[src/rtl/des_pkg.sv]
// Shared DES key-schedule definitions: rotation amounts, PC-1/PC-2 tables,
// key/half-key/round-key types, FSM state encoding and small helper functions.
package des_pkg;

  typedef logic [63:0] des_key64_t;
  typedef logic [27:0] des_cd28_t;
  typedef logic [47:0] des_rk48_t;
  typedef logic [0:0]  des_state_t;

  localparam des_state_t ST_IDLE = 1'b0;
  localparam des_state_t ST_RUN  = 1'b1;

  localparam int unsigned SHIFT [1:16] = '{1, 1, 2, 2, 2, 2, 2, 2, 1, 2, 2, 2, 2, 2, 2, 1};

  // Table entries use DES numbering: entry n selects bit n, bit 1 being the MSB.
  localparam int unsigned PC1 [56] = '{
    57, 49, 41, 33, 25, 17,  9,  1, 58, 50, 42, 34, 26, 18,
    10,  2, 59, 51, 43, 35, 27, 19, 11,  3, 60, 52, 44, 36,
    63, 55, 47, 39, 31, 23, 15,  7, 62, 54, 46, 38, 30, 22,
    14,  6, 61, 53, 45, 37, 29, 21, 13,  5, 28, 20, 12,  4};

  localparam int unsigned PC2 [48] = '{
    14, 17, 11, 24,  1,  5,  3, 28, 15,  6, 21, 10,
    23, 19, 12,  4, 26,  8, 16,  7, 27, 20, 13,  2,
    41, 52, 31, 37, 47, 55, 30, 40, 51, 45, 33, 48,
    44, 49, 39, 56, 34, 53, 46, 42, 50, 36, 29, 32};

  function automatic logic [1:0] shift_of(input logic [4:0] rnd);
    logic [1:0] amt;
    amt = 2'd0;
    for (int r = 1; r <= 16; r++) begin
      if (rnd == 5'(r)) amt = 2'(SHIFT[r]);
    end
    return amt;
  endfunction

  function automatic des_cd28_t rotl28(input des_cd28_t x, input logic [1:0] n);
    des_cd28_t y;
    case (n)
      2'd1:    y = {x[26:0], x[27]};
      2'd2:    y = {x[25:0], x[27:26]};
      default: y = x;
    endcase
    return y;
  endfunction

  function automatic des_cd28_t rotr28(input des_cd28_t x, input logic [1:0] n);
    des_cd28_t y;
    case (n)
      2'd1:    y = {x[0], x[27:1]};
      2'd2:    y = {x[1:0], x[27:2]};
      default: y = x;
    endcase
    return y;
  endfunction

  function automatic logic [55:0] pc1(input des_key64_t k);
    logic [55:0] r;
    r = '0;
    for (int i = 0; i < 56; i++) r[6'(55 - i)] = k[6'(64 - PC1[i])];
    return r;
  endfunction

  function automatic des_rk48_t pc2(input logic [55:0] cd);
    des_rk48_t r;
    r = '0;
    for (int i = 0; i < 48; i++) r[6'(47 - i)] = cd[6'(56 - PC2[i])];
    return r;
  endfunction

  // True when every byte carries odd parity, as DES keys are meant to.
  function automatic logic key_bytes_odd(input des_key64_t k);
    des_key64_t t;
    logic       ok;
    t  = k;
    ok = 1'b1;
    for (int b = 0; b < 8; b++) begin
      if (!(^t[7:0])) ok = 1'b0;
      t = t >> 8;
    end
    return ok;
  endfunction

endpackage

[src/rtl/des_key_schedule_seq_if.sv]
// Key-load, run-request and round-key stream signals between the key
// scheduler (slave) and its controller / round engine (master).
interface des_key_schedule_seq_if
  import des_pkg::*;
#(
  parameter int IDX_W = 2
);
  logic             key_wr;
  logic [IDX_W-1:0] key_wr_idx;
  des_key64_t       key_wr_data;
  logic             start;
  logic [IDX_W-1:0] start_idx;
  logic             start_decrypt;
  logic             busy;
  logic             rk_valid;
  logic             rk_ready;
  des_rk48_t        rk_data;
  logic [3:0]       rk_round;
  logic             rk_last;
  logic             done;

  modport master (
    output key_wr, key_wr_idx, key_wr_data, start, start_idx, start_decrypt, rk_ready,
    input  busy, rk_valid, rk_data, rk_round, rk_last, done
  );

  modport slave (
    input  key_wr, key_wr_idx, key_wr_data, start, start_idx, start_decrypt, rk_ready,
    output busy, rk_valid, rk_data, rk_round, rk_last, done
  );
endinterface

[src/rtl/des_pc2_perm.sv]
// Combinational DES PC-2 permutation, 56-bit C||D to 48-bit round key.
module des_pc2_perm
  import des_pkg::*;
(
  input  logic [55:0] cd,
  output des_rk48_t   rk
);
  always_comb begin
    rk = pc2(cd);
  end
endmodule

[src/rtl/des_key_schedule_seq.sv]
// Multi-slot iterative DES round-key generator streaming 16 keys per run.
// Optional macro DES_KEY_PARITY_CHK_EN adds a sticky key-parity error flag.
module des_key_schedule_seq
  import des_pkg::*;
#(
  parameter int NUM_KEYS = 3,
  parameter int ROUNDS   = 16,
  localparam int IDX_W   = (NUM_KEYS > 1) ? $clog2(NUM_KEYS) : 1
)
(
  input  logic clk,
  input  logic rst,
  des_key_schedule_seq_if.slave bus
`ifdef DES_KEY_PARITY_CHK_EN
  ,
  output logic parity_err
`endif
);

  des_key64_t          slot_reg [NUM_KEYS];
  logic [NUM_KEYS-1:0] slot_we;

  des_state_t state_reg;
  des_cd28_t  c_reg, d_reg, c_next, d_next;
  logic [4:0] rnd_reg;
  logic       dec_reg;
  logic       rk_valid_reg, rk_last_reg, done_reg;
  des_rk48_t  rk_data_reg, rk_next;
  logic [3:0] rk_round_reg, round_next;
  logic       rk_free;

  for (genvar gi = 0; gi < NUM_KEYS; gi++) begin : g_slot_we
    assign slot_we[gi] = bus.key_wr && (bus.key_wr_idx == IDX_W'(gi));
  end

  always_ff @(posedge clk or posedge rst) begin
    if (rst) begin
      for (int i = 0; i < NUM_KEYS; i++) slot_reg[i] <= '0;
    end else begin
      for (int i = 0; i < NUM_KEYS; i++) begin
        if (slot_we[i]) slot_reg[i] <= bus.key_wr_data;
      end
    end
  end

  // Decrypt walks the schedule backwards: round 1 of a decrypt run is K16,
  // which equals the PC-1 output itself since the total shift is 28.
  always_comb begin
    c_next     = c_reg;
    d_next     = d_reg;
    round_next = 4'(rnd_reg - 5'd1);
    if (!dec_reg) begin
      c_next = rotl28(c_reg, shift_of(rnd_reg));
      d_next = rotl28(d_reg, shift_of(rnd_reg));
    end else begin
      round_next = 4'(5'(ROUNDS) - rnd_reg);
      if (rnd_reg != 5'd1) begin
        c_next = rotr28(c_reg, shift_of(5'(ROUNDS + 2) - rnd_reg));
        d_next = rotr28(d_reg, shift_of(5'(ROUNDS + 2) - rnd_reg));
      end
    end
  end

  des_pc2_perm u_pc2 (
    .cd ({c_next, d_next}),
    .rk (rk_next)
  );

  assign rk_free = !rk_valid_reg || bus.rk_ready;

  always_ff @(posedge clk or posedge rst) begin
    if (rst) begin
      state_reg    <= ST_IDLE;
      c_reg        <= '0;
      d_reg        <= '0;
      rnd_reg      <= '0;
      dec_reg      <= 1'b0;
      rk_valid_reg <= 1'b0;
      rk_data_reg  <= '0;
      rk_round_reg <= '0;
      rk_last_reg  <= 1'b0;
      done_reg     <= 1'b0;
    end else begin
      done_reg <= 1'b0;
      case (state_reg)
        ST_IDLE: begin
          if (bus.start) begin
            {c_reg, d_reg} <= pc1(slot_reg[bus.start_idx]);
            rnd_reg        <= 5'd1;
            dec_reg        <= bus.start_decrypt;
            state_reg      <= ST_RUN;
          end
        end
        ST_RUN: begin
          if (rk_free) begin
            if (rnd_reg <= 5'(ROUNDS)) begin
              c_reg        <= c_next;
              d_reg        <= d_next;
              rk_data_reg  <= rk_next;
              rk_round_reg <= round_next;
              rk_last_reg  <= (rnd_reg == 5'(ROUNDS));
              rk_valid_reg <= 1'b1;
              rnd_reg      <= rnd_reg + 5'd1;
            end else begin
              rk_valid_reg <= 1'b0;
              rk_last_reg  <= 1'b0;
            end
          end
          if (rk_valid_reg && bus.rk_ready && rk_last_reg) begin
            done_reg  <= 1'b1;
            state_reg <= ST_IDLE;
          end
        end
        default: state_reg <= ST_IDLE;
      endcase
    end
  end

  assign bus.busy     = (state_reg == ST_RUN);
  assign bus.rk_valid = rk_valid_reg;
  assign bus.rk_data  = rk_data_reg;
  assign bus.rk_round = rk_round_reg;
  assign bus.rk_last  = rk_last_reg;
  assign bus.done     = done_reg;

`ifdef DES_KEY_PARITY_CHK_EN
  logic parity_err_reg;

  // The key is stored regardless; the flag only records that a bad one was seen.
  always_ff @(posedge clk or posedge rst) begin
    if (rst) begin
      parity_err_reg <= 1'b0;
    end else if (bus.key_wr && !key_bytes_odd(bus.key_wr_data)) begin
      parity_err_reg <= 1'b1;
    end
  end

  assign parity_err = parity_err_reg;
`endif

endmodule

[src/flat_wrapper.sv]
// flat-port wrapper written by rule: the top's interface ports become plain ports
module des_key_schedule_seq_flat import des_pkg::*;
#(
  parameter int NUM_KEYS = 3,
  parameter int ROUNDS   = 16,
  localparam int IDX_W   = (NUM_KEYS > 1) ? $clog2(NUM_KEYS) : 1
)
  (clk, rst, bus_key_wr, bus_key_wr_idx, bus_key_wr_data, bus_start, bus_start_idx, bus_start_decrypt, bus_rk_ready, bus_busy, bus_rk_valid, bus_rk_data, bus_rk_round, bus_rk_last, bus_done);
  des_key_schedule_seq_if #(.IDX_W((2))) bus_i ();
  input  logic clk;
  input  logic rst;
  input wire logic [$bits(bus_i.key_wr)-1:0] bus_key_wr;
  input wire logic [$bits(bus_i.key_wr_idx)-1:0] bus_key_wr_idx;
  input wire logic [$bits(bus_i.key_wr_data)-1:0] bus_key_wr_data;
  input wire logic [$bits(bus_i.start)-1:0] bus_start;
  input wire logic [$bits(bus_i.start_idx)-1:0] bus_start_idx;
  input wire logic [$bits(bus_i.start_decrypt)-1:0] bus_start_decrypt;
  input wire logic [$bits(bus_i.rk_ready)-1:0] bus_rk_ready;
  output wire logic [$bits(bus_i.busy)-1:0] bus_busy;
  output wire logic [$bits(bus_i.rk_valid)-1:0] bus_rk_valid;
  output wire logic [$bits(bus_i.rk_data)-1:0] bus_rk_data;
  output wire logic [$bits(bus_i.rk_round)-1:0] bus_rk_round;
  output wire logic [$bits(bus_i.rk_last)-1:0] bus_rk_last;
  output wire logic [$bits(bus_i.done)-1:0] bus_done;
  assign bus_i.key_wr = bus_key_wr;
  assign bus_i.key_wr_idx = bus_key_wr_idx;
  assign bus_i.key_wr_data = bus_key_wr_data;
  assign bus_i.start = bus_start;
  assign bus_i.start_idx = bus_start_idx;
  assign bus_i.start_decrypt = bus_start_decrypt;
  assign bus_i.rk_ready = bus_rk_ready;
  assign bus_busy = bus_i.busy;
  assign bus_rk_valid = bus_i.rk_valid;
  assign bus_rk_data = bus_i.rk_data;
  assign bus_rk_round = bus_i.rk_round;
  assign bus_rk_last = bus_i.rk_last;
  assign bus_done = bus_i.done;
  des_key_schedule_seq #(.NUM_KEYS(NUM_KEYS), .ROUNDS(ROUNDS)) u_core (.clk(clk), .rst(rst), .bus(bus_i));
endmodule
[config.mk]
export PLATFORM = sky130hd
export DESIGN_NAME = des_key_schedule_seq_flat
export DESIGN_NICKNAME = d
export VERILOG_FILES = /design/src/rtl/des_pkg.sv /design/src/rtl/des_key_schedule_seq_if.sv /design/src/rtl/des_pc2_perm.sv /design/src/rtl/des_key_schedule_seq.sv /design/src/flat_wrapper.sv
export SDC_FILE = /design/constraint.sdc
export NUM_CORES = 1
export LEC_CHECK = 0
export ABC_AREA = 1
export BUFFER_PORTS_ARGS = -buffer_cell sky130_fd_sc_hd__clkbuf_2
export CAP_MARGIN = 0
export CORE_AREA = 2 2 149 151
export DETAILED_ROUTE_END_ITERATION = 16
export DIE_AREA = 0 0 151 153
export HOLD_SLACK_MARGIN = 0.1
export PLACE_DENSITY = 0.81
export SLEW_MARGIN = 25
export SYNTH_ARGS = -nofsm -noshare
export SYNTH_HDL_FRONTEND = slang
export SYNTH_SLANG_ARGS = --single-unit
[constraint.sdc]
create_clock -name clk -period 6.9 [get_ports clk]
set_input_delay 1.38 -clock clk [delete_from_list [all_inputs] [get_ports clk]]
set_output_delay 1.38 -clock clk [all_outputs]
set_load 0.01 [all_outputs]
=== Word-level counts from Yosys, hierarchy flattened ===
Index checks and enable logic that the tools add are counted.

* Eq/ne operators: 45
* Mux-type cells: 66
* Add/subtract/negate cells: 4
* $lt $le $gt $ge: 2
* Reduce and logical (&&, ||, !) cells: 13
* Bitwise gates (word level): 2

{| class="wikitable"
|+ Operators with widths
! cell !! count
|-
| case mux 28 bit (2 select lines) || 6
|-
| 2-to-1 mux 28 bit || 10
|-
| binary-select mux 64 bit (select 2 bit) || 1
|-
| 2-to-1 mux 61 bit || 2
|-
| equality test 5 x 4 -> 1 bit, second input constant || 16
|-
| 2-to-1 mux 2 bit || 31
|-
| equality test 5 x 3 -> 1 bit, second input constant || 8
|-
| equality test 5 x 2 -> 1 bit, second input constant || 4
|-
| 2-to-1 mux 5 bit || 3
|-
| equality test 5 x 1 -> 1 bit, second input constant || 2
|-
| equality test 5 bit, second input constant || 2
|-
| 2-to-1 mux 1 bit || 10
|-
| case mux 5 bit (2 select lines) || 1
|-
| inequality test 4 bit, second input constant || 2
|-
| equality test 2 x 1 -> 1 bit, second input constant || 3
|-
| equality test 2 bit, second input constant || 3
|-
| inequality test 2 bit, second input constant || 3
|-
| AND reduction 3 bit || 2
|-
| AND reduction 6 bit || 1
|-
| adder 5 x 1 -> 5 bit, second input constant || 1
|-
| <= comparator 5 bit, second input constant || 1
|-
| logical AND 1 bit || 5
|-
| inequality test 5 x 1 -> 1 bit, second input constant || 1
|-
| subtractor 5 bit, first input constant || 1
|-
| 12 further kinds || 13
|}

* Logic and storage cells: 147
* Bits of input ports: 74
* Bits in registers: 294

=== Longest topological paths before layout ===
* Word-level depth: 27
* Mapped depth: 22
* Depth with buffers taken out: 20

=== By module ===
Synthesis repeated with hierarchy kept, for this count alone.

* Cells, all modules: 1935
* Area, all modules: 13238.9 um^2

{| class="wikitable"
|+ By module, submodules not included
! module !! sequential area each (um^2) !! times used !! cells each !! area an instance (um^2)
|-
| des_key_schedule_seq || 5355.1 || 1 || 1886 || 12874.8
|-
| des_pc2_perm || 0.0 || 1 || 49 || 364.1
|}

=== Worst setup path before layout ===
OpenSTA, ideal clock, no wires.

* Kind: flip-flop to flip-flop
* Start: register u_core.rnd_reg[0]
* End: register u_core.d_reg[20]
* Setup slack: 4341 ps
* Library setup time: 118 ps
* Stages on the path, launching flop included: 19
* Arrival: 2442 ps
* Cell sequence: dfrtp_1 > ha_1 > nor2_1 > inv_1 > nand2_1 > inv_1 > nor2_1 > nand2_1 > nand3_1 > nand2_1 > inv_1 > ha_1 > inv_2 > buf_1 > nand3_1 > nand3_1 > nand3_1 > nand3_1 > nand2_1

* Word-level cells in the longest chain between the ends: 27

{| class="wikitable"
|+ Ends and longest elaborated chain
! what !! line !! text
|-
| start: declaration || des_key_schedule_seq.sv:25 || <nowiki>logic [4:0] rnd_reg;</nowiki>
|-
| start signal: assignment || des_key_schedule_seq.sv:103 || <nowiki>rnd_reg <= rnd_reg + 5'd1;</nowiki>
|-
| subtractor 5 bit || des_key_schedule_seq.sv:59 || <nowiki>d_next = rotr28(d_reg, shift_of(5'(ROUNDS + 2) - rnd_reg));</nowiki>
|-
| equality test 5 x 1 -> 1 bit || des_pkg.sv:32 || <nowiki>if (rnd == 5'(r)) amt = 2'(SHIFT[r]);</nowiki>
|-
| 2-to-1 mux 1 bit (2 in a row) || des_pkg.sv:32 ||
|-
| 2-to-1 mux 2 bit (14 in a row) || des_pkg.sv:32 ||
|-
| 2-to-1 mux 2 bit || des_key_schedule_seq.sv:57 || <nowiki>if (rnd_reg != 5'd1) begin</nowiki>
|-
| 2-to-1 mux 2 bit || des_key_schedule_seq.sv:52 || <nowiki>if (!dec_reg) begin</nowiki>
|-
| equality test 2 bit / equality test 2 x 1 -> 1 bit (equally long branches) || des_pkg.sv:49 || <nowiki>case (n)</nowiki>
|-
| case mux 28 bit (2 select lines) || des_pkg.sv:49 ||
|-
| 2-to-1 mux 28 bit || des_key_schedule_seq.sv:57 ||
|-
| 2-to-1 mux 28 bit || des_key_schedule_seq.sv:52 ||
|-
| 2-to-1 mux 28 bit || des_key_schedule_seq.sv:96 || <nowiki>if (rnd_reg <= 5'(ROUNDS)) begin</nowiki>
|-
| 2-to-1 mux 28 bit || des_key_schedule_seq.sv:95 || <nowiki>if (rk_free) begin</nowiki>
|-
| case mux 28 bit (2 select lines) || des_key_schedule_seq.sv:85 || <nowiki>case (state_reg)</nowiki>
|-
| end signal: assignment || des_key_schedule_seq.sv:88 || <nowiki>{c_reg, d_reg} <= pc1(slot_reg[bus.start_idx]);</nowiki>
|-
| end signal: assignment || des_key_schedule_seq.sv:98 || <nowiki>d_reg <= d_next;</nowiki>
|-
| end: declaration || des_key_schedule_seq.sv:24 || <nowiki>des_cd28_t c_reg, d_reg, c_next, d_next;</nowiki>
|}

Parallel ways exist; a longest one is shown, timed or not. The select of a mux whose other input is x is not followed.
A chain may end at the register's enable or synchronous reset.

=== Final worst setup path ===
* Start: register u_core.rnd_reg[0]
* End: register u_core.d_reg[22]

The elaborated chain is that of the path after synthesis.

==> run_results.csv <==
group,metric,value,unit
die,initial_core_utilization,52.95,%
die,io_pins,130,
sta,worstMarginPinSlew,1050,ps
setup_path,critPathMaxFanout,22,
cts,postCtsSetupBuffers,0,
synth,synth_cell_types,33,
detailed_routing,wl_met3,2373,um
detailed_routing,wirelength_met1,13040,um
detailed_routing,routed.top_layer,"met4",
sta,final.setup_skew,12.23,ps
power,power.share.switching,52.97,%
grt,groute.usage.overall,26.43,%
grt,global_route_wire_length_before_repair,49640,um
die,core_area,0.02149,mm2
detailed_routing,met2_wirelength,13800,um
place,detailedPlacementHpwl,18000,um
power,power.net_switching,3.618,mW
sta,timing.setup.tns,0,ps
setup_path,crit_chain,"inv_1 -> ha_1 -> nor2_1 -> nand2_1 -> o21ai_0 -> nand2_1 -> nand3_1 -> nand2_1 -> inv_1 -> nand2_1 -> ha_1 -> inv_1 -> buf_4 -> o21ai_0 -> nand2_1 -> nand2_1 -> inv_1 -> nand3_1 -> nand3_1 -> nand2_1",
sta,finalWorstPathRequiredPeriod,3730,ps
synth,yosys_most_used_dff,"dfrtp_1",
place,io_buffers,81,
grt,grt_pass1_vias,9981,
cells_and_area,postLayoutCoreUtil,57.31,%
die,vertical_die_dimension,153,um
power,ir_drop,0.5824,mV
detailed_routing,vias_per_cell,5.622,
grt,grt_max_degree,142,
run_status,status,"finished, final reports clean",
sta,slew-limit-headroom,29.91,%
place,routabilityCongestion,0.8771,
die,overall_die_area,0.02310,mm2
sta,maxClockFrequency,0.2681,GHz
cts,cts.htree.levels,4,
sta,final.period_utilization,54.05,%
synth,synth_async_sr_flop_share,100.0,%
power,p_total,6.831,mW
detailed_routing,drt-initial-drc-count,1470,
synth,synth.yosys.warnings,0,
detailed_routing,detail_route.wirelength,29770,um
cts,clk_root_buffer_cell,"clkbuf_16",
setup_path,arrival_time_of_data_at_the_critical_path_endpoint,4100,ps
min_path,hold_class,"register to register",
synth,yosysSeqAreaShare,43.55,%
sta,setup_viol_count_final,0,
setup_path,slowest_cell_on_the_critical_path,"ha_1",
power,power-per-cell-area,554.7,mW/mm2
synth,yosys.area.top_type,"dfrtp_1",
detailed_routing,drtPass1Iterations,6,
setup_path,timing.critical_path.buf_inv,5,
cells_and_area,finalNonFillerCells,1919,
cts,insertion_delay,440,ps
cells_and_area,nFillCells,1987,
power,power.leakage,6.141,nW
job,maxCapViolCount,0,
sta,number_of_pins_with_negative_max_slew_slack_in_the_final_report,0,
setup_path,critical-path-max-stage-delay,690,ps
setup_path,worst_path_most_repeated_cell,"nand2_1",
cts,post_cts_hold_buffer_count,0,
synth,synth.ff_latch_count,198,
cts,clock_path_buffers,2,
setup_path,timing.critical_path.from_type,"register",
synth,avgSynthCellArea,7.057,um2
sta,final-hold-violation-count,0,
synth,synth_enable_flop_cells,0,
detailed_routing,remaining_drc_errors,0,
setup_path,end_kind,"register",
cts,tritoncts,"built",
cells_and_area,synth_to_layout_area_growth,8.249,%
synth,netlist_top_cells_area,"dfrtp_1 (44%), nand2_1 (19%), o21ai_0 (9.3%), inv_1 (5.5%), nand3_1 (3.9%)",
setup_path,cp_top_family,"buffers and inverters",
detailed_routing,detailroute.via_count,10790,
cells_and_area,antenna_diode_instance_count,0,
grt,antenna_found_initial,0,
cts,cts_repair_resize_count,0,
synth,postSynthCellCount,1612,
cts,cts_sink_count,198,
power,pwr-share-clk,14.7,%
synth,synth.top_cells.by_count,"nand2_1 (578), o21ai_0 (212), dfrtp_1 (198)",
detailed_routing,detail-route-antenna-nets,0,
sta,rsz0062_at_grt,"false",
power,pwr-share-comb,58.7,%
cells_and_area,layout.area.seq,0.004955,mm2
power,cell_internal_pwr,3.213,mW
place,placed_cells,1887,
die,die_w,151,um
die,num_rows,54,
synth,synthDominantCellAreaShare,43.55,%
sta,fin_worst_hold_slack,479.7,ps
detailed_routing,wl_per_cell,15.51,um
cts,numCtsBuffers,17,
setup_path,cp.required,7280,ps
synth,syn_area,0.01138,mm2
cells_and_area,final_layout_size_suffix_gt1_share,9.091,%
setup_path,critPathKind,"register to register",
cells_and_area,largest_reg_flops,96,
cts,cts.clk_slew.worst_paths,80,ps
synth,synth_most_common_cell,"nand2_1",
power,power_frac_seq,26.6,%
cells_and_area,final_net_count,1711,
grt,overflow_after_grt,0,
cells_and_area,multi_input_comb_area,0.005233,mm2
## power by group through the flow
| stage | clock, mW | combinational (mW) | sequential, mW |
|---|---|---|---|
| 6_report | 1.00 | 4.01 | 1.82 |
| 5_1_grt | 1.06 | 4.47 | 1.86 |
| 4_1_cts | 1.01 | 3.93 | 1.81 |
| 3_5_place_dp | 0 | 3.91 | 1.83 |
| 3_3_place_gp | 0 | 3.82 | 1.81 |
| 2_1_floorplan | 0 | 3.08 | 1.81 |
## stage by stage
step / worst slack [ps] / cell area, um2
after floorplan: 122.7 / 11430
after global placement: 3281 / 11700
after detailed placement: 3241 / 11700
after CTS: 3221 / 12300
after global routing: 2844 / 12310
final: 3170 / 12310
## path summary, 6_finish.rpt
kind,from,to,slack (ps),cells past startpoint
worst max-delay path,u_core.rnd_reg[0]$_DFFE_PP0P_,u_core.d_reg[22]$_DFFE_PP0P_,3170,20
worst min-delay path,u_core.c_reg[17]$_DFFE_PP0P_,u_core.c_reg[17]$_DFFE_PP0P_,480,2
worst max register to register,u_core.rnd_reg[0]$_DFFE_PP0P_,u_core.d_reg[22]$_DFFE_PP0P_,3170,20
worst min register to register,u_core.c_reg[17]$_DFFE_PP0P_,u_core.c_reg[17]$_DFFE_PP0P_,480,2
max in group asynchronous,rst,u_core.rnd_reg[4]$_DFFE_PP0P_,4600,3
min in group asynchronous,rst,u_core.slot_reg[65]$_DFFE_PP0P_,1060,2
## kinds of logic after synthesis
family / count (synthesis) / synth area share, %
adders and majority gates: 11 / 1.210
buffers and inverters: 288 / 11.14
other: 1 / 0.03296
xor gates and xnor gates: 6 / 0.4620
and+or+nand+nor: 774 / 27.51
AOI/OAI and AO/OA: 334 / 16.09
DFF: 198 / 43.55
## layer usage
| metal | track usage (%) | up-vias |
|---|---|---|
| met5 | 0 | - |
| met4 | 8.678 | 0 |
| met3 | 4.269 | 66 |
| met2 | 40.19 | 524 |
| met1 | 38.67 | 5025 |
| li1 | - | 5173 |
## tightest hold or removal path, delay by kind of cell, from the launching register on
kind | cells | cell delay (ps)
and+or+nand+nor | 2 | 100
DFF | 1 | 350
## cells in the final DEF, fill, tap and decap left out
cell       instances
a21oi_1            8
nor2_4             2
clkbuf_16         17
inv_1            165
o211ai_1          21
nor4_1             1
nor2_2             2
nand4_1           21
dfrtp_1          198
nand2_4            5
inv_6              4
clkbuf_2          81
a31oi_1           32
nand2_2            3
nand3_1           88
nand2_1          577
xnor2_1            3
a21oi_4            1
nand3b_1           1
nor2_1            72
inv_2              5
xor2_1             3
conb_1            16
clkinv_8           7
o22ai_1           44
clkinv_1           1
clkinv_2           2
inv_4              1
o21ai_0          212
o21ai_1           16
inv_8              3
ha_1              11
buf_4             14
nand3_2            2
## cell type report
cell class	instances	share of cell area (%)
multi-input combinational	1141	42.49
sequential	198	40.24
inverter	173	5.395
timing repair buffer	95	4.146
clock buffer	17	3.455
tap	280	2.845
clock inverter	15	1.433
Power figures use the tool's default switching activity.
